**src/rtl/video_axis_pkg.sv**
```systemverilog
// ---------------------------------------------------------------------------
// video_axis_pkg
//   Shared definitions for the video AXI4-Stream blocks in front of the
//   rgb2YCbCr converter.
//   Contents:
//     arb_state_e      arbiter FSM states (IDLE, PASS)
//     DEF_DATA_W       default pixel width (R[23:16] G[15:8] B[7:0])
//     DEF_H_ACTIVE     default beats per line
//     DEF_V_ACTIVE     default lines per frame
//     ERR_*            bit positions inside err_flags
// ---------------------------------------------------------------------------
package video_axis_pkg;

    typedef enum logic {
        IDLE = 1'b0,
        PASS = 1'b1
    } arb_state_e;

    localparam int DEF_DATA_W   = 24;
    localparam int DEF_H_ACTIVE = 1920;
    localparam int DEF_V_ACTIVE = 1080;

    localparam int ERR_SHORT_LINE = 0;
    localparam int ERR_LONG_LINE  = 1;
    localparam int ERR_EARLY_SOF  = 2;

endpackage

```
**src/rtl/axis_reg_slice.sv**
```systemverilog
// ---------------------------------------------------------------------------
// axis_reg_slice
//   1-deep registered AXI4-Stream slice carrying tdata/tuser/tlast.
//   Upstream ready is !valid || m_tready, so a full slice drains and refills
//   in the same cycle and continuous valid/ready streams without bubbles.
//   Ports:
//     clk_in, reset_n          clock, synchronous active-low reset
//     s_tdata/tvalid/tuser/tlast, s_tready   upstream side
//     m_tdata/tvalid/tuser/tlast, m_tready   downstream side
// ---------------------------------------------------------------------------
module axis_reg_slice #(
    parameter int DATA_W = 24
) (
    input  logic              clk_in,
    input  logic              reset_n,
    input  logic [DATA_W-1:0] s_tdata,
    input  logic              s_tvalid,
    input  logic              s_tuser,
    input  logic              s_tlast,
    output logic              s_tready,
    output logic [DATA_W-1:0] m_tdata,
    output logic              m_tvalid,
    output logic              m_tuser,
    output logic              m_tlast,
    input  logic              m_tready
);

    logic              valid_q;
    logic [DATA_W-1:0] data_q;
    logic              user_q;
    logic              last_q;

    assign s_tready = !valid_q || m_tready;

    always_ff @(posedge clk_in) begin
        if (!reset_n) begin
            valid_q <= 1'b0;
            data_q  <= '0;
            user_q  <= 1'b0;
            last_q  <= 1'b0;
        end else if (s_tready) begin
            valid_q <= s_tvalid;
            // Payload only moves with a real beat so an idle slot keeps the
            // last forwarded values instead of sampling an undriven bus.
            if (s_tvalid) begin
                data_q <= s_tdata;
                user_q <= s_tuser;
                last_q <= s_tlast;
            end
        end
    end

    assign m_tvalid = valid_q;
    assign m_tdata  = data_q;
    assign m_tuser  = user_q;
    assign m_tlast  = last_q;

endmodule

```
**src/rtl/axis_frame_arbiter.sv**
```systemverilog
// ---------------------------------------------------------------------------
// axis_frame_arbiter
//   Frame-granular 2:1 AXI4-Stream arbiter sharing the colour-space converter
//   between two RGB sources. A grant is taken only on a start-of-frame beat
//   and held until the V_ACTIVE-th tlast of that frame is accepted.
//   Output goes through axis_reg_slice (latency 1).
//   Optional macro: AXIS_FRAME_ARB_LINE_CHECK_EN builds the sticky line /
//   early-SOF checks; without it err_flags is constant 3'b000.
//   Ports:
//     clk_in, reset_n       clock, synchronous active-low reset
//     src_en[1:0]           per-source enable, used only while IDLE
//     s0_* / s1_*           source AXIS inputs (tdata/tvalid/tuser/tlast/tready)
//     m_*                   AXIS output to the converter
//     busy                  a frame grant is held
//     cur_src               granted / last-granted source
//     frame_done            pulse in the cycle the last beat is accepted
//     err_flags[2:0]        sticky {early SOF, long line, short line}
// ---------------------------------------------------------------------------
module axis_frame_arbiter
    import video_axis_pkg::*;
#(
    parameter int DATA_W   = DEF_DATA_W,
    parameter int H_ACTIVE = DEF_H_ACTIVE,
    parameter int V_ACTIVE = DEF_V_ACTIVE
) (
    input  logic              clk_in,
    input  logic              reset_n,
    input  logic [1:0]        src_en,
    input  logic [DATA_W-1:0] s0_tdata,
    input  logic              s0_tvalid,
    input  logic              s0_tuser,
    input  logic              s0_tlast,
    output logic              s0_tready,
    input  logic [DATA_W-1:0] s1_tdata,
    input  logic              s1_tvalid,
    input  logic              s1_tuser,
    input  logic              s1_tlast,
    output logic              s1_tready,
    output logic [DATA_W-1:0] m_tdata,
    output logic              m_tvalid,
    output logic              m_tuser,
    output logic              m_tlast,
    input  logic              m_tready,
    output logic              busy,
    output logic              cur_src,
    output logic              frame_done,
    output logic [2:0]        err_flags
);

    localparam int X_W = $clog2(H_ACTIVE + 1);
    localparam int Y_W = $clog2(V_ACTIVE + 1);
    localparam logic [X_W-1:0] X_MAX  = X_W'(H_ACTIVE);
    localparam logic [X_W:0]   X_LINE = (X_W + 1)'(H_ACTIVE);
    localparam logic [Y_W-1:0] Y_END  = Y_W'(V_ACTIVE);

    arb_state_e     state_q, state_d;
    logic           cur_src_q, cur_src_d;
    logic           rr_q, rr_d;
    logic [X_W-1:0] x_cnt_q, x_cnt_d, x_eff;
    logic [Y_W-1:0] y_cnt_q, y_cnt_d, y_eff, y_new;

    logic [DATA_W-1:0] src_tdata [2];
    logic [1:0]        src_tvalid, src_tuser, src_tlast, src_tready, cand;
    logic              slice_ready, sel_tvalid, sel_tuser, sel_tlast, accept;
    logic              restart;

    assign src_tdata[0] = s0_tdata;
    assign src_tdata[1] = s1_tdata;
    assign src_tvalid   = {s1_tvalid, s0_tvalid};
    assign src_tuser    = {s1_tuser, s0_tuser};
    assign src_tlast    = {s1_tlast, s0_tlast};

    // Per-source handshake: in IDLE an enabled source either has its stray
    // mid-frame beats flushed or, on SOF, becomes a candidate whose SOF beat
    // stays put until the grant. In PASS only the owner sees the slice ready.
    // Everything is held off while reset is asserted so no beat is consumed.
    genvar gi;
    generate
        for (gi = 0; gi < 2; gi++) begin : g_src
            assign cand[gi] = src_en[gi] && src_tvalid[gi] && src_tuser[gi];
            assign src_tready[gi] = reset_n &&
                ((state_q == IDLE) ? (src_en[gi] && src_tvalid[gi] && !src_tuser[gi])
                                   : ((cur_src_q == 1'(gi)) && slice_ready));
        end
    endgenerate

    assign s0_tready = src_tready[0];
    assign s1_tready = src_tready[1];

    assign sel_tvalid = (state_q == PASS) && src_tvalid[cur_src_q];
    assign sel_tuser  = src_tuser[cur_src_q];
    assign sel_tlast  = src_tlast[cur_src_q];
    assign accept     = reset_n && sel_tvalid && slice_ready;

`ifdef AXIS_FRAME_ARB_LINE_CHECK_EN
    logic [2:0] err_q, err_d;
`endif

    always_comb begin
        state_d    = state_q;
        cur_src_d  = cur_src_q;
        rr_d       = rr_q;
        x_cnt_d    = x_cnt_q;
        y_cnt_d    = y_cnt_q;
        x_eff      = x_cnt_q;
        y_eff      = y_cnt_q;
        y_new      = '0;
        restart    = 1'b0;
        frame_done = 1'b0;
`ifdef AXIS_FRAME_ARB_LINE_CHECK_EN
        err_d      = err_q;
`endif
        case (state_q)
            IDLE: begin
                if (cand != 2'b00) begin
                    state_d   = PASS;
                    // Both contending: the source that did not finish last wins.
                    cur_src_d = (cand == 2'b11) ? !rr_q : cand[1];
                    x_cnt_d   = '0;
                    y_cnt_d   = '0;
                end
            end
            PASS: begin
                if (accept) begin
                    // A SOF inside a frame restarts the position count at this
                    // beat; the grant is kept.
                    restart = sel_tuser && ((x_cnt_q != '0) || (y_cnt_q != '0));
                    if (restart) begin
                        x_eff = '0;
                        y_eff = '0;
`ifdef AXIS_FRAME_ARB_LINE_CHECK_EN
                        err_d[ERR_EARLY_SOF] = 1'b1;
`endif
                    end
                    if (sel_tlast) begin
`ifdef AXIS_FRAME_ARB_LINE_CHECK_EN
                        if (({1'b0, x_eff} + (X_W + 1)'(1)) < X_LINE)
                            err_d[ERR_SHORT_LINE] = 1'b1;
`endif
                        y_new   = y_eff + Y_W'(1);
                        x_cnt_d = '0;
                        if (y_new == Y_END) begin
                            frame_done = 1'b1;
                            rr_d       = cur_src_q;
                            y_cnt_d    = '0;
                            state_d    = IDLE;
                        end else begin
                            y_cnt_d = y_new;
                        end
                    end else begin
`ifdef AXIS_FRAME_ARB_LINE_CHECK_EN
                        if (x_eff == X_MAX)
                            err_d[ERR_LONG_LINE] = 1'b1;
`endif
                        // Saturate on an over-long line rather than wrapping.
                        x_cnt_d = (x_eff == X_MAX) ? x_eff : x_eff + X_W'(1);
                        y_cnt_d = y_eff;
                    end
                end
            end
            default: state_d = IDLE;
        endcase
    end

    always_ff @(posedge clk_in) begin
        if (!reset_n) begin
            state_q   <= IDLE;
            cur_src_q <= 1'b0;
            rr_q      <= 1'b0;
            x_cnt_q   <= '0;
            y_cnt_q   <= '0;
`ifdef AXIS_FRAME_ARB_LINE_CHECK_EN
            err_q     <= '0;
`endif
        end else begin
            state_q   <= state_d;
            cur_src_q <= cur_src_d;
            rr_q      <= rr_d;
            x_cnt_q   <= x_cnt_d;
            y_cnt_q   <= y_cnt_d;
`ifdef AXIS_FRAME_ARB_LINE_CHECK_EN
            err_q     <= err_d;
`endif
        end
    end

`ifdef AXIS_FRAME_ARB_LINE_CHECK_EN
    assign err_flags = err_q;
`else
    assign err_flags = 3'b000;
`endif

    assign busy    = (state_q == PASS);
    assign cur_src = cur_src_q;

    axis_reg_slice #(
        .DATA_W (DATA_W)
    ) u_slice (
        .clk_in   (clk_in),
        .reset_n  (reset_n),
        .s_tdata  (src_tdata[cur_src_q]),
        .s_tvalid (sel_tvalid),
        .s_tuser  (sel_tuser),
        .s_tlast  (sel_tlast),
        .s_tready (slice_ready),
        .m_tdata  (m_tdata),
        .m_tvalid (m_tvalid),
        .m_tuser  (m_tuser),
        .m_tlast  (m_tlast),
        .m_tready (m_tready)
    );

endmodule
```
**config.mk**
```make
export PLATFORM = sky130hd
export DESIGN_NAME = axis_frame_arbiter
export DESIGN_NICKNAME = d
export VERILOG_FILES = /design/src/rtl/video_axis_pkg.sv /design/src/rtl/axis_reg_slice.sv /design/src/rtl/axis_frame_arbiter.sv
export SDC_FILE = /design/constraint.sdc
export NUM_CORES = 1
export LEC_CHECK = 0
export BUFFER_PORTS_ARGS = -buffer_cell sky130_fd_sc_hd__buf_4
export CORE_MARGIN = 4
export CORE_UTILIZATION = 30
export DETAILED_ROUTE_END_ITERATION = 12
export GPL_TIMING_DRIVEN = 0
export PLACE_DENSITY_LB_ADDON = 0.12
export SYNTH_ARGS = -nofsm -noshare
export SYNTH_HDL_FRONTEND = slang
export SYNTH_SLANG_ARGS = --single-unit
export TNS_END_PERCENT = 20
```
**constraint.sdc**
```tcl
create_clock -name clk_in -period 7 [get_ports clk_in]
set_input_delay 1.75 -clock clk_in [delete_from_list [all_inputs] [get_ports clk_in]]
set_output_delay 1.75 -clock clk_in [all_outputs]
set_load 0.01 [all_outputs]
```
* Yosys cells after proc, flatten, opt, wreduce, memory -nomap -nowiden *
Cells that the tools add are included.

cells by class
  bitwise logic cells = 3
  muxes and demuxes = 36
  reduce and logical (&&, ||, !) cells = 27
  add/subtract/negate cells = 2
  eq/ne operators = 5
  order comparisons = 2

operator list
  kind                                                                          number
  11-bit 2-to-1 mux                                                             13
  24-bit 2-to-1 mux                                                             3
  11-bit one-hot mux with 2 select lines                                        2
  11-bit by 1-bit adder with 11-bit output, second input constant               2
  11-bit equality test, second input constant                                   2
  11-bit nonzero test                                                           2
  1-bit 2-to-1 mux                                                              17
  1-bit logical AND                                                             14
  2-bit AND reduction                                                           3
  1-bit logical NOT                                                             4
  2-bit by 1-bit != test with 1-bit output, second input constant               2
  4-bit AND reduction                                                           1
  2-bit equality test, second input constant                                    1
  2-bit >= comparator, second input constant                                    1
  1-bit logical OR                                                              2
  1-bit by 2-bit less-than comparator with 1-bit output, second input constant  1
  1-bit inverter                                                                2
  1-bit inverter with 2-bit output                                              1
  1-bit one-hot mux with 2 select lines                                         1
  2-bit nonzero test                                                            1

word-level totals
  logic and storage cells = 84
  register bits = 52

* Logic depth before layout (Yosys ltp) *
Gate-level depths: netlist (run 1).

  depth in word-level cells = 13
  gate-level depth with buffers = 13

* Hierarchy *
Synthesis (run 1) repeated with hierarchy kept, for this count alone.

second synthesis, totals
  cell total of the unflattened synthesis = 374
  area total of the unflattened synthesis = 3,054.2 µm²

by module, submodules not included
  module              area each (µm²)  cells each  instances
  axis_frame_arbiter  1,939.4          256         1
  axis_reg_slice      1,114.8          118         1

* Least setup slack after synthesis (run 1) *
No wires, ideal clock.

  path type = input -> output
  start point = input s1_tuser
  end point = output frame_done
  slack = 945 ps
  required time = 5,250 ps
  buffers on the path = 1
  stages = 10
  data arrival time = 4,305 ps
  cells stage by stage = mux2i_1 -> a41o_4 -> clkbuf_1 -> and2_1 -> ha_1 -> nand2_1 -> nor4_4 -> xnor2_1 -> or4_1 -> nor2_1

between the ends
  cells in the longest elaborated chain, start to end = 12

ends and longest elaborated chain
  item                                                 RTL line                   source
  start, declared                                      axis_frame_arbiter.sv:36   input logic s1_tuser,
  1-bit 2-to-1 mux (not written as such) (2 in a row)  axis_frame_arbiter.sv:91   assign sel_tuser = src_tuser[cur_src_q];
  1-bit logical AND                                    axis_frame_arbiter.sv:127  restart = sel_tuser && ((x_cnt_q != '0) || (y_cnt_q != '0));
  11-bit 2-to-1 mux                                    axis_frame_arbiter.sv:128  if (restart) begin
  11-bit 2-to-1 mux                                    axis_frame_arbiter.sv:124  if (accept) begin
  11-bit 2-to-1 mux                                    axis_frame_arbiter.sv:113  case (state_q)
  11-bit by 1-bit adder with 11-bit output             axis_frame_arbiter.sv:140  y_new = y_eff + Y_W'(1);
  11-bit equality test                                 axis_frame_arbiter.sv:142  if (y_new == Y_END) begin
  1-bit 2-to-1 mux                                     axis_frame_arbiter.sv:142
  1-bit 2-to-1 mux                                     axis_frame_arbiter.sv:135  if (sel_tlast) begin
  1-bit 2-to-1 mux                                     axis_frame_arbiter.sv:124
  1-bit 2-to-1 mux                                     axis_frame_arbiter.sv:113
  end, declared                                        axis_frame_arbiter.sv:46   output logic frame_done,

No other way between the ends. The select of a mux whose other input is x is not followed.

* Worst setup path after layout (run 1) *
  start point = input s0_tuser
  end point = output frame_done

between the ends
  cells in the longest elaborated chain, start to end = 12

ends and longest elaborated chain
  item                                                 RTL line                   source
  start, declared                                      axis_frame_arbiter.sv:31   input logic s0_tuser,
  1-bit 2-to-1 mux (not written as such) (2 in a row)  axis_frame_arbiter.sv:91
  1-bit logical AND                                    axis_frame_arbiter.sv:127
  11-bit 2-to-1 mux                                    axis_frame_arbiter.sv:128
  11-bit 2-to-1 mux                                    axis_frame_arbiter.sv:124
  11-bit 2-to-1 mux                                    axis_frame_arbiter.sv:113
  11-bit by 1-bit adder with 11-bit output             axis_frame_arbiter.sv:140
  11-bit equality test                                 axis_frame_arbiter.sv:142
  1-bit 2-to-1 mux                                     axis_frame_arbiter.sv:142
  1-bit 2-to-1 mux                                     axis_frame_arbiter.sv:135
  1-bit 2-to-1 mux                                     axis_frame_arbiter.sv:124
  1-bit 2-to-1 mux                                     axis_frame_arbiter.sv:113

No other way between the ends. The select of a mux whose other input is x is not followed.

==> run summary, run 1 <==
Avg WL per Cell: 14.95 um
critical-path maximum fanout: 10
Die Ht: 106.0 um
first-pass GRT wire length: 14120 um
fin. max-slew vios: 0
Setup Buffers After CTS: 0
CTS Hold Bufs: 0
post-detail-place hpwl: 6441 um
syn_area_per_cell: 8.602 um^2
Flop pwr share: 0.516
gr ovfl total: 0
Layout Area Growth over Synthesis: 32.87%
cts bufs inserted: 5
Final min period: 6576 ps
Hold WS: 481.3 ps
I/O pins: 94
Slew HR: 0.5799
Post-Syn Instances: 335
routed wire length: 8434 um
Slew @ Worst Pin: 630.2 ps
crit path DAT: 4830 ps
Ys Warns: 0
# DRC: 0
H-tree levels: 2
final-report hold violation count: 0
Clock Latency Late Sink: 300 ps
Max Root-Sink Buffers: 2
largest net degree at the start of global routing: 18
clock group share of total power: 0.295
post-route clock period utilization: 0.9394
Pwr Density: 158.2 mW/mm^2
min-delay worst type: register to register
die width: 106.0 um
GRT Overall Usage: 0.1511
EDFF count, synth: 0
status: finished, final reports clean
Ant. Diodes: 0
proportion of layout cells with a drive suffix above 1: 0.2851
Clock Skew: 5.784 ps
initial antenna violation count: 0
Net Sw Frac: 0.2803
vias: 2834
CP required: 5250 ps
synthesized area: 0.002882 mm^2
Fillers: 998
Max Fclk: 0.1521 GHz
Final #Nets: 496
1st-pass router iterations: 4
clk sinks: 52
CTS tree: done
Finish-stage setup viols: 0
total core area: 0.009284 mm^2
CTS clk-pin slew, worst paths: 100 ps
internal power: 0.4359 mW
initial DRC count: 64
Async SR Flop Fraction: 0
Peak supply drop: 0.07040 mV
initial core utilization: 0.3104
#FFs+latches synth: 52
Via density: 5.025
CP endpoint kind: output pin
Comb power frac: 0.190
RSZ-0062 raised after global routing: no
distinct cell type count after synthesis: 63
Routability Congestion: 0.8315
row cnt: 35
Setup Crit Path Kind: input port to output pin
post-synthesis sequential area ratio: 0.3613
max_cap viols: 0
Post-Place Setup Slack: -144.3 ps
fin cells: 564
die area: 0.01124 mm^2
Root Driver: clkbuf_8
crit start category: input port
DRT antenna net count: 0
Tot Pwr: 0.6056 mW
Post-synth top flop: dfxtp_1
leakage power: 1.462 nW
# port buffers: 90
P_sw: 0.1697 mW
placed cells: 556
number of global-route vias before repair: 2860
Worst Slack Setup Final: 424.4 ps
[Yosys cell counts (all sizes together), types with 2 or more instances]
library cell / number / area (um^2)
dfxtp: 52 / 1041
nor2: 42 / 165.2
a211oi: 27 / 202.7
mux2i: 27 / 270.3
nand2: 22 / 85.09
buf: 16 / 81.33
nand3: 12 / 70.07
nor3: 12 / 65.06
and3: 11 / 68.82
clkbuf: 11 / 41.29
o21ai: 11 / 55.05
a31oi: 9 / 56.30
a21oi: 8 / 40.04
and2: 7 / 43.79
inv: 5 / 18.76
nor4: 5 / 46.29
xnor2: 4 / 35.03
a32o: 3 / 30.03
and4: 3 / 26.28
ha: 3 / 37.54
nor2b: 3 / 18.77
o31ai: 3 / 22.52
or4: 3 / 26.27
a22o: 2 / 17.52
a22oi: 2 / 15.01
mux2: 2 / 26.27
nand2b: 2 / 12.51
nand3b: 2 / 15.01
nand4: 2 / 12.51
o311a: 2 / 20.02
[power by group through the flow]
stage / registers [mW] / clock network [mW] / logic (mW)
floorplan: 0.323 / 0 / 0.0523
global placement: 0.319 / 0 / 0.115
detailed placement: 0.319 / 0 / 0.116
CTS: 0.312 / 0.186 / 0.116
global route: 0.314 / 0.196 / 0.128
finish: 0.312 / 0.178 / 0.115
[state kept, by name (all words and copies together), names as in the netlist]
register / count
rr_q: 1
x_cnt_q: 11
y_cnt_q: 11
u_slice.m_tdata: 24
cur_src: 1
busy: 1
u_slice.m_tuser: 1
u_slice.m_tlast: 1
u_slice.m_tvalid: 1
[cells by family after synthesis]
family                   count (synthesis)  share of synthesized area
buffers and inverters                   32                    0.04906
AND/OR/NAND/NOR                        129                     0.2349
adder cells (fa/ha/maj)                  3                    0.01303
flip-flops                              52                     0.3613
multiplexers                            29                     0.1029
other                                    1                   0.001301
XOR/XNOR                                 4                    0.01216
AO/OA/AOI/OAI                           85                     0.2254
[final timing paths]
kind | from | to | slack, ps | cells after the start
hold / removal | rr_q | rr_q | 480 | 2
hold reg to reg | rr_q | rr_q | 480 | 2
setup / recovery | s0_tuser | frame_done | 420 | 12
setup reg to reg | x_cnt_q[3] | y_cnt_q[10] | 3130 | 12
[cells in the final DEF (no fill, tap or decap), drive strengths merged, types with 3 or more instances in the layout]
master,synthesis,routed
clkbuf,11,16
nor2b,3,3
ha,3,3
o21ai,11,11
inv,5,6
nor3,12,12
mux2i,27,27
and4,3,3
a211oi,27,27
and2,7,7
buf,16,106
dfxtp,52,52
o31ai,3,3
a31oi,9,9
and3,11,11
or4,3,3
nor2,42,42
nand3,12,12
nand2,22,22
nor4,5,5
a21oi,8,8
xnor2,4,4
a32o,3,3
conb,1,3
[layout make-up]
cell class                      count  area (um^2)  share of cell area
Multi-Input combinational cell    253         1719              0.4490
Sequential cell                    52         1041              0.2719
Timing Repair Buffer               90        675.6              0.1765
Tap cell                          129        161.4             0.04216
Buffer                             27        122.6             0.03203
Clock buffer                        5        68.82             0.01797
Clock inverter                      3        21.27            0.005556
Inverter                            5        18.77            0.004902
[stage by stage]
step                        util  instance area [um^2]  TNS, ps
after global placement    0.4013                  3726   -76.69
after CTS                 0.4115                  3820        0
after floorplan                -                  2889        0
after global routing      0.4124                  3829        0
final                     0.4124                  3829        0
after detailed placement  0.4013                  3726   -144.3
[critical path, stage by stage]
cell,delay (ps)
buf_4,130
mux2i_4,340
a41o_4,220
clkbuf_1,430
and2_1,200
ha_1,230
nand2_1,190
nor4_4,390
xnor2_1,140
or4_1,480
nor2_1,160
buf_4,140
[routing by layer]
layer,vias to the layer above,wire [um],track usage
met5,-,0,0
met2,76,3852,0.2459
met1,1323,3924,0.1980
met3,4,600,0.04372
met4,0,56,0.03515
li1,1431,-,-
[repair_timing]
item / in CTS / in global routing
endpoints found under the setup margin: 1 / 1
resized for setup: 1 / 1
pin swaps: 0 / 0
No activity file was read; power rests on OpenSTA's default activity.
==> run 2, diff against run 1 <==
--- a/config.mk
+++ b/config.mk
@@ -5,11 +5,14 @@
 export SDC_FILE = /design/constraint.sdc
 export NUM_CORES = 1
 export LEC_CHECK = 0
+export ABC_AREA = 1
 export BUFFER_PORTS_ARGS = -buffer_cell sky130_fd_sc_hd__buf_4
+export CORE_ASPECT_RATIO = 1.25
 export CORE_MARGIN = 4
 export CORE_UTILIZATION = 30
 export DETAILED_ROUTE_END_ITERATION = 12
 export GPL_TIMING_DRIVEN = 0
+export MAX_ROUTING_LAYER = met4
 export PLACE_DENSITY_LB_ADDON = 0.12
 export SYNTH_ARGS = -nofsm -noshare
 export SYNTH_HDL_FRONTEND = slang
==> run 2 against run 1 <==
Against the previous run: via count increased by 16%; global-route usage increased by 0.65 points; non-clock buffer count decreased by 2; die area increased by 3.7%; critical path depth increased by 5; hold slack got worse by 4.1 ps; largest power group unchanged.
==> run summary, run 2 <==
CTS tree: done
synthesized area: 0.002994 mm^2 (+3.9%)
Post-Syn Instances: 461 (+38%)
crit path DAT: 4130 ps (-700 ps)
Die Ht: 119.7 um (+13%)
post-route clock period utilization: 0.8399 (-0.09944)
synth top area cells: dfxtp_1 (35%), nand2_1 (17%), nand3_1 (5.7%), a21oi_1 (5.3%), a31oi_1 (5.0%)
CP required: 5250 ps (about the same)
Ant. Diodes: 0 (unchanged)
Peak supply drop: 0.1178 mV (+67%)
H-tree levels: 2 (unchanged)
distinct cell type count after synthesis: 36 (-43%)
Slew @ Worst Pin: 624.3 ps (-5.935 ps)
1st-pass router iterations: 4 (unchanged)
Via density: 4.786 (-4.8%)
CP endpoint kind: output pin
initial DRC count: 182 (+180%)
placed cells: 679 (+22%)
Clock Skew: 5.253 ps (-0.5305 ps)
first-pass GRT wire length: 14900 um (+5.6%)
commonest cells after routing, fill and taps aside: nand2_1 (134), buf_4 (93), dfxtp_1 (52), inv_1 (39), nor2_1 (35)
Final #Nets: 622 (+25%)
proportion of layout cells with a drive suffix above 1: 0.2389 (-0.04620)
crit start category: input port
clk sinks: 52 (unchanged)
leakage power: 1.777 nW (+22%)
status: finished, final reports clean
area leader, netlist: dfxtp_1
syn_area_per_cell: 6.495 um^2 (-24%)
Setup Buffers After CTS: 0 (unchanged)
Root Driver: clkbuf_16
largest net degree at the start of global routing: 17 (-1)
I/O pins: 94 (unchanged)
number of flip-flops in the largest register: 24 (unchanged)
most common cell after layout, fill and taps aside: nand2_1
Final min period: 5879 ps (-696.1 ps)
Finish-stage setup viols: 0 (unchanged)
cts bufs inserted: 5 (unchanged)
# port buffers: 90 (unchanged)
fin cells: 687 (+22%)
Avg WL per Cell: 13.31 um (-11%)
Async SR Flop Fraction: 0 (unchanged)
Resized cells post-CTS: 0 (-1)
Routability Congestion: 0.8660 (+4.1%)
critical-path maximum fanout: 10 (unchanged)
top-area cell type share of the netlist area: 0.3477 (-0.01359)
utilization after layout: 0.4144 (+0.001979)
Layout Area Growth over Synthesis: 33.68%
GRT Overall Usage: 0.1576 (+0.006460)
#FFs+latches synth: 52 (unchanged)
Clock Latency Late Sink: 290 ps (about the same)
Pwr Density: 176.6 mW/mm^2 (+12%)
total core area: 0.009659 mm^2 (+4.0%)
Setup Crit Path Kind: input port to output pin
Ys Warns: 0 (unchanged)
Post-synth top flop: dfxtp_1
Max Fclk: 0.1701 GHz (+12%)
initial core utilization: 0.3100 (-0.0004033)
# DRC: 0 (unchanged)
final instance area: 0.004003 mm^2 (+4.5%)
DRT antenna net count: 0 (unchanged)
initial antenna violation count: 0 (unchanged)
RSZ-0062 raised after global routing: no
routed wire length: 9145 um (+8.4%)
die width: 97.36 um (-8.2%)
Max Root-Sink Buffers: 2 (unchanged)
Synth top cells by count: nand2_1 (134), dfxtp_1 (52), inv_1 (39)
post-synthesis sequential area ratio: 0.3477 (-0.01359)
setup_tns: 0 ps (unchanged)
dpl cell area: 0.003835 mm^2 (+2.9%)
Fillers: 1047 (+4.9%)
gr ovfl total: 0 (unchanged)
Hold WS: 477.2 ps (-4.093 ps)
row cnt: 40 (+14%)
final-report hold violation count: 0 (unchanged)
vias: 3288 (+16%)
CTS Hold Bufs: 0 (unchanged)
max_cap viols: 0 (unchanged)
Slew HR: 0.5838 (+0.003957)
CTS clk-pin slew, worst paths: 70 ps (-30 ps)
fin. max-slew vios: 0 (unchanged)
min-delay worst type: register to register
most common cell in the netlist: nand2_1
die area: 0.01165 mm^2 (+3.7%)
EDFF count, synth: 0 (unchanged)
number of global-route vias before repair: 3198 (+12%)
post-detail-place hpwl: 7155 um (+11%)
==> run 2: cell types whose count changed after synthesis, sizes merged, moves of 24 or more <==
| cell | change |
|---|---|
| nand2 | +123 |
| inv | +35 |
| mux2i | -27 |
| a211oi | -27 |
| nand3 | +26 |
| a21oi | +24 |
==> run 2: final timing paths <==
check	from	slack, ps	depth (start not counted)	to
max	s1_tuser	1120	17	frame_done
min	u_slice.m_tuser	480	2	u_slice.m_tuser
max reg2reg	y_cnt_q[7]	4110	18	rr_q
min reg2reg	u_slice.m_tuser	480	2	u_slice.m_tuser
==> run 2: logic make-up after synthesis <==
family | synth area share
other | 0.001252
AOI/OAI and AO/OA | 0.1751
adders and majority gates | 0.01254
buffers and inverters | 0.09360
xor gates and xnor gates | 0.002926
and+or+nand+nor | 0.3669
DFF | 0.3477
==> run 2: routing by layer <==
layer	GRT usage	vias to the layer above	share of wire
met3	0.03314	11	0.060
li1	-	1706	-
met2	0.2785	98	0.49
met5	-	-	0
met1	0.1823	1473	0.44
met4	0.04069	0	0.013
==> run 2: final cells by class <==
class | instances | area, um^2 | area share
clock inverters | 2 | 38.79 | 0.009691
flip-flops and latches | 52 | 1041 | 0.2601
clock buffers | 6 | 128.9 | 0.03220
multi-input cells | 345 | 1680 | 0.4198
repair buffers | 90 | 675.6 | 0.1688
inverters | 41 | 153.9 | 0.03845
plain buffers | 25 | 126.4 | 0.03157
well taps | 126 | 157.7 | 0.03939
==> run 2: per-stage QoR <==
| stage | worst slack [ps] | total power [mW] |
|---|---|---|
| after floorplan | 1875 | 0.3651 |
| after global placement | 1150 | 0.4232 |
| after detailed placement | 1100 | 0.4236 |
| after CTS | 1087 | 0.7113 |
| after global routing | 884.2 | 0.7317 |
| final | 1121 | 0.7070 |
==> run 2: critical path: stages <==
cell,delay [ps]
buf_4,120
nand2_1,60
o21ai_1,130
nand2_4,150
buf_2,230
nand2_1,100
inv_1,70
ha_1,190
nand4_1,240
nor2_4,240
nand2_1,100
nand2_1,80
nand2_1,90
nor2_1,170
nand4_1,190
inv_1,100
buf_4,120
==> run 2: report_power, final <==
group | switching (mW) | internal (mW)
clock network | 0.121 | 0.171
registers | 0.00577 | 0.306
logic | 0.0537 | 0.0495
==> run 3, diff against run 2 <==
--- a/config.mk
+++ b/config.mk
@@ -5,7 +5,7 @@
 export SDC_FILE = /design/constraint.sdc
 export NUM_CORES = 1
 export LEC_CHECK = 0
-export ABC_AREA = 1
+export ABC_AREA = 0
 export BUFFER_PORTS_ARGS = -buffer_cell sky130_fd_sc_hd__buf_4
 export CORE_ASPECT_RATIO = 1.25
 export CORE_MARGIN = 4
==> constraint.sdc (replaced) <==
create_clock -name clk_in -period 5.1 [get_ports clk_in]
set_input_delay 1.275 -clock clk_in [delete_from_list [all_inputs] [get_ports clk_in]]
set_output_delay 1.275 -clock clk_in [all_outputs]
set_load 0.01 [all_outputs]
==> run 3 against run 2 <==
Against the previous run: core utilization increased by 1.3 points; sequential power up 37%; register-to-register slack worse by 2300 ps; count of clock-buffer cells in the layout down 1; flip-flop and latch count did not move; die area shrank 3.5%; final area down 0.94%; via count decreased by 13%; clock power grew 68%; power rose by 53%; hold slack worse by 13 ps; critical path type unchanged; highest routed layer unchanged.
==> run summary, run 3 (synthesis results as in run 1) <==
r2r setup slk: 1810 ps (-2300 ps)
grt met3 use: 0.03772 (+0.004584)
commonest cells after routing, fill and taps aside: buf_4 (97), dfxtp_1 (52), nor2_1 (41), a211oi_1 (27), mux2i_1 (26)
row cnt: 39 (-2.5%)
CTS tree: done
Final #Nets: 498 (-20%)
post-detail-place hpwl: 6527 um (-8.8%)
Peak supply drop: 0.1352 mV (+15%)
CP endpoint kind: output pin
met1 usage: 0.2013 (+0.01907)
Post-Place Setup Slack: -771.3 ps (-1871 ps)
utilization after layout: 0.4277 (+0.01329)
grt peak-use layer: met2
Worst Slack Setup Final: 208.2 ps (-912.4 ps)
Clock Skew: 5.054 ps (-0.1993 ps)
placed cells: 550 (-19%)
Pwr Density: 272.3 mW/mm^2 (+54%)
post-route clock period utilization: 0.9592
GRT Overall Usage: 0.1610 (+0.003420)
DRT antenna net count: 0 (unchanged)
die area: 0.01125 mm^2 (-3.5%)
final-report hold violation count: 0 (unchanged)
proportion of layout cells with a drive suffix above 1: 0.2906 (+0.05176)
min-delay worst type: register to register
cts bufs inserted: 5 (unchanged)
number of global-route vias before repair: 2953 (-7.7%)
# DRC: 0 (unchanged)
Max Fclk: 0.2044 GHz
RSZ-0062 raised after global routing: no
Max Root-Sink Buffers: 2 (unchanged)
clk sinks: 52 (unchanged)
setup_tns: 0 ps (unchanged)
most common cell after layout, fill and taps aside: buf_4
gr ovfl total: 0 (unchanged)
final instance area: 0.003965 mm^2 (-0.94%)
initial DRC count: 114 (-37%)
Setup Crit Path Kind: input port to output pin
vias: 2876 (-13%)
largest net degree at the start of global routing: 18 (+1)
H-tree levels: 2 (unchanged)
Avg WL per Cell: 15.11 um (+13%)
# port buffers: 90 (unchanged)
routed wire length: 8460 um (-7.5%)
number of flip-flops in the largest register: 24 (unchanged)
I/O pins: 94 (unchanged)
Ant. Diodes: 0 (unchanged)
Layout Area Growth over Synthesis: 37.60%
Slew @ Worst Pin: 669.9 ps (+45.61 ps)
GRT met2 Usage: 0.2601 (-0.01838)
1st-pass router iterations: 4 (unchanged)
Finish-stage setup viols: 0 (unchanged)
CTS Hold Bufs: 0 (unchanged)
Via density: 5.136 (+7.3%)
initial antenna violation count: 0 (unchanged)
HP Start: rr_q
Root Driver: clkbuf_16
FF-to-FF Start: y_cnt_q[3]
max_cap viols: 0 (unchanged)
fin. max-slew vios: 0 (unchanged)
Clock Latency Late Sink: 300 ps (about the same)
CTS clk-pin slew, worst paths: 70 ps (about the same)
first-pass GRT wire length: 14190 um (-4.8%)
die width: 95.66 um (-1.7%)
Die Ht: 117.6 um (-1.8%)
crit path DAT: 3620 ps (-510 ps)
Critical Path Source: s0_tuser
CP required: 3830 ps (-1420 ps)
Final min period: 4892 ps
dpl cell area: 0.003722 mm^2 (-2.9%)
total core area: 0.009271 mm^2 (-4.0%)
initial core utilization: 0.3108 (+0.0008221)
fin cells: 560 (-18%)
status: finished, final reports clean
Slew HR: 0.5534 (-0.03041)
leakage power: 1.533 nW (-14%)
Routability Congestion: 0.8278 (-4.4%)
critical-path maximum fanout: 5 (-5)
crit start category: input port
==> run 3: layout make-up <==
cell class                 count  area, um^2
multi-input combinational    253        1719
buffer                        26       118.9
tap                          123       153.9
inverter                       5       18.77
clock inverter                 3       90.09
clock buffer                   5       125.1
sequential                    52        1041
timing repair buffer          93       698.2
fill                        1004        5306
==> run 3: metal layers <==
layer	vias up	wire (um)
met3	7	458
li1	1438	-
met2	80	4188
met1	1351	3727
met4	0	86
met5	-	0
==> run 3: stage by stage <==
stage                     hold slack, ps  total power [mW]
after floorplan                    435.4            0.5157
after detailed placement           456.2            0.5971
after CTS                          466.6             1.093
final                              464.2             1.080
after global placement             452.8            0.5959
after global routing               491.6             1.126
==> run 3: worst paths after layout <==
path,cells after the start,to
setup / recovery,11,frame_done
hold reg to reg,2,rr_q
hold / removal,2,rr_q
setup reg to reg,12,y_cnt_q[10]
==> run 3: repair_timing <==
item                                    in CTS  in global routing
buffers inserted                             1                  2
endpoints found under the setup margin       1                  1
gates resized for setup                      1                  0
==> run 3: report_power, final <==
group          switching (mW)  total, mW  internal, mW
Sequential            0.00795      0.428         0.420
Clock                   0.161      0.492         0.331
Combinational          0.0780      0.159        0.0813
==> run 3: critical path, stage by stage <==
cell	delay, ps
buf_4	130
mux2i_4	200
a41o_4	160
and2_1	130
ha_1	250
nand2_1	210
nor4_4	390
xnor2_1	140
or4_1	490
nor2_1	120
buf_4	130
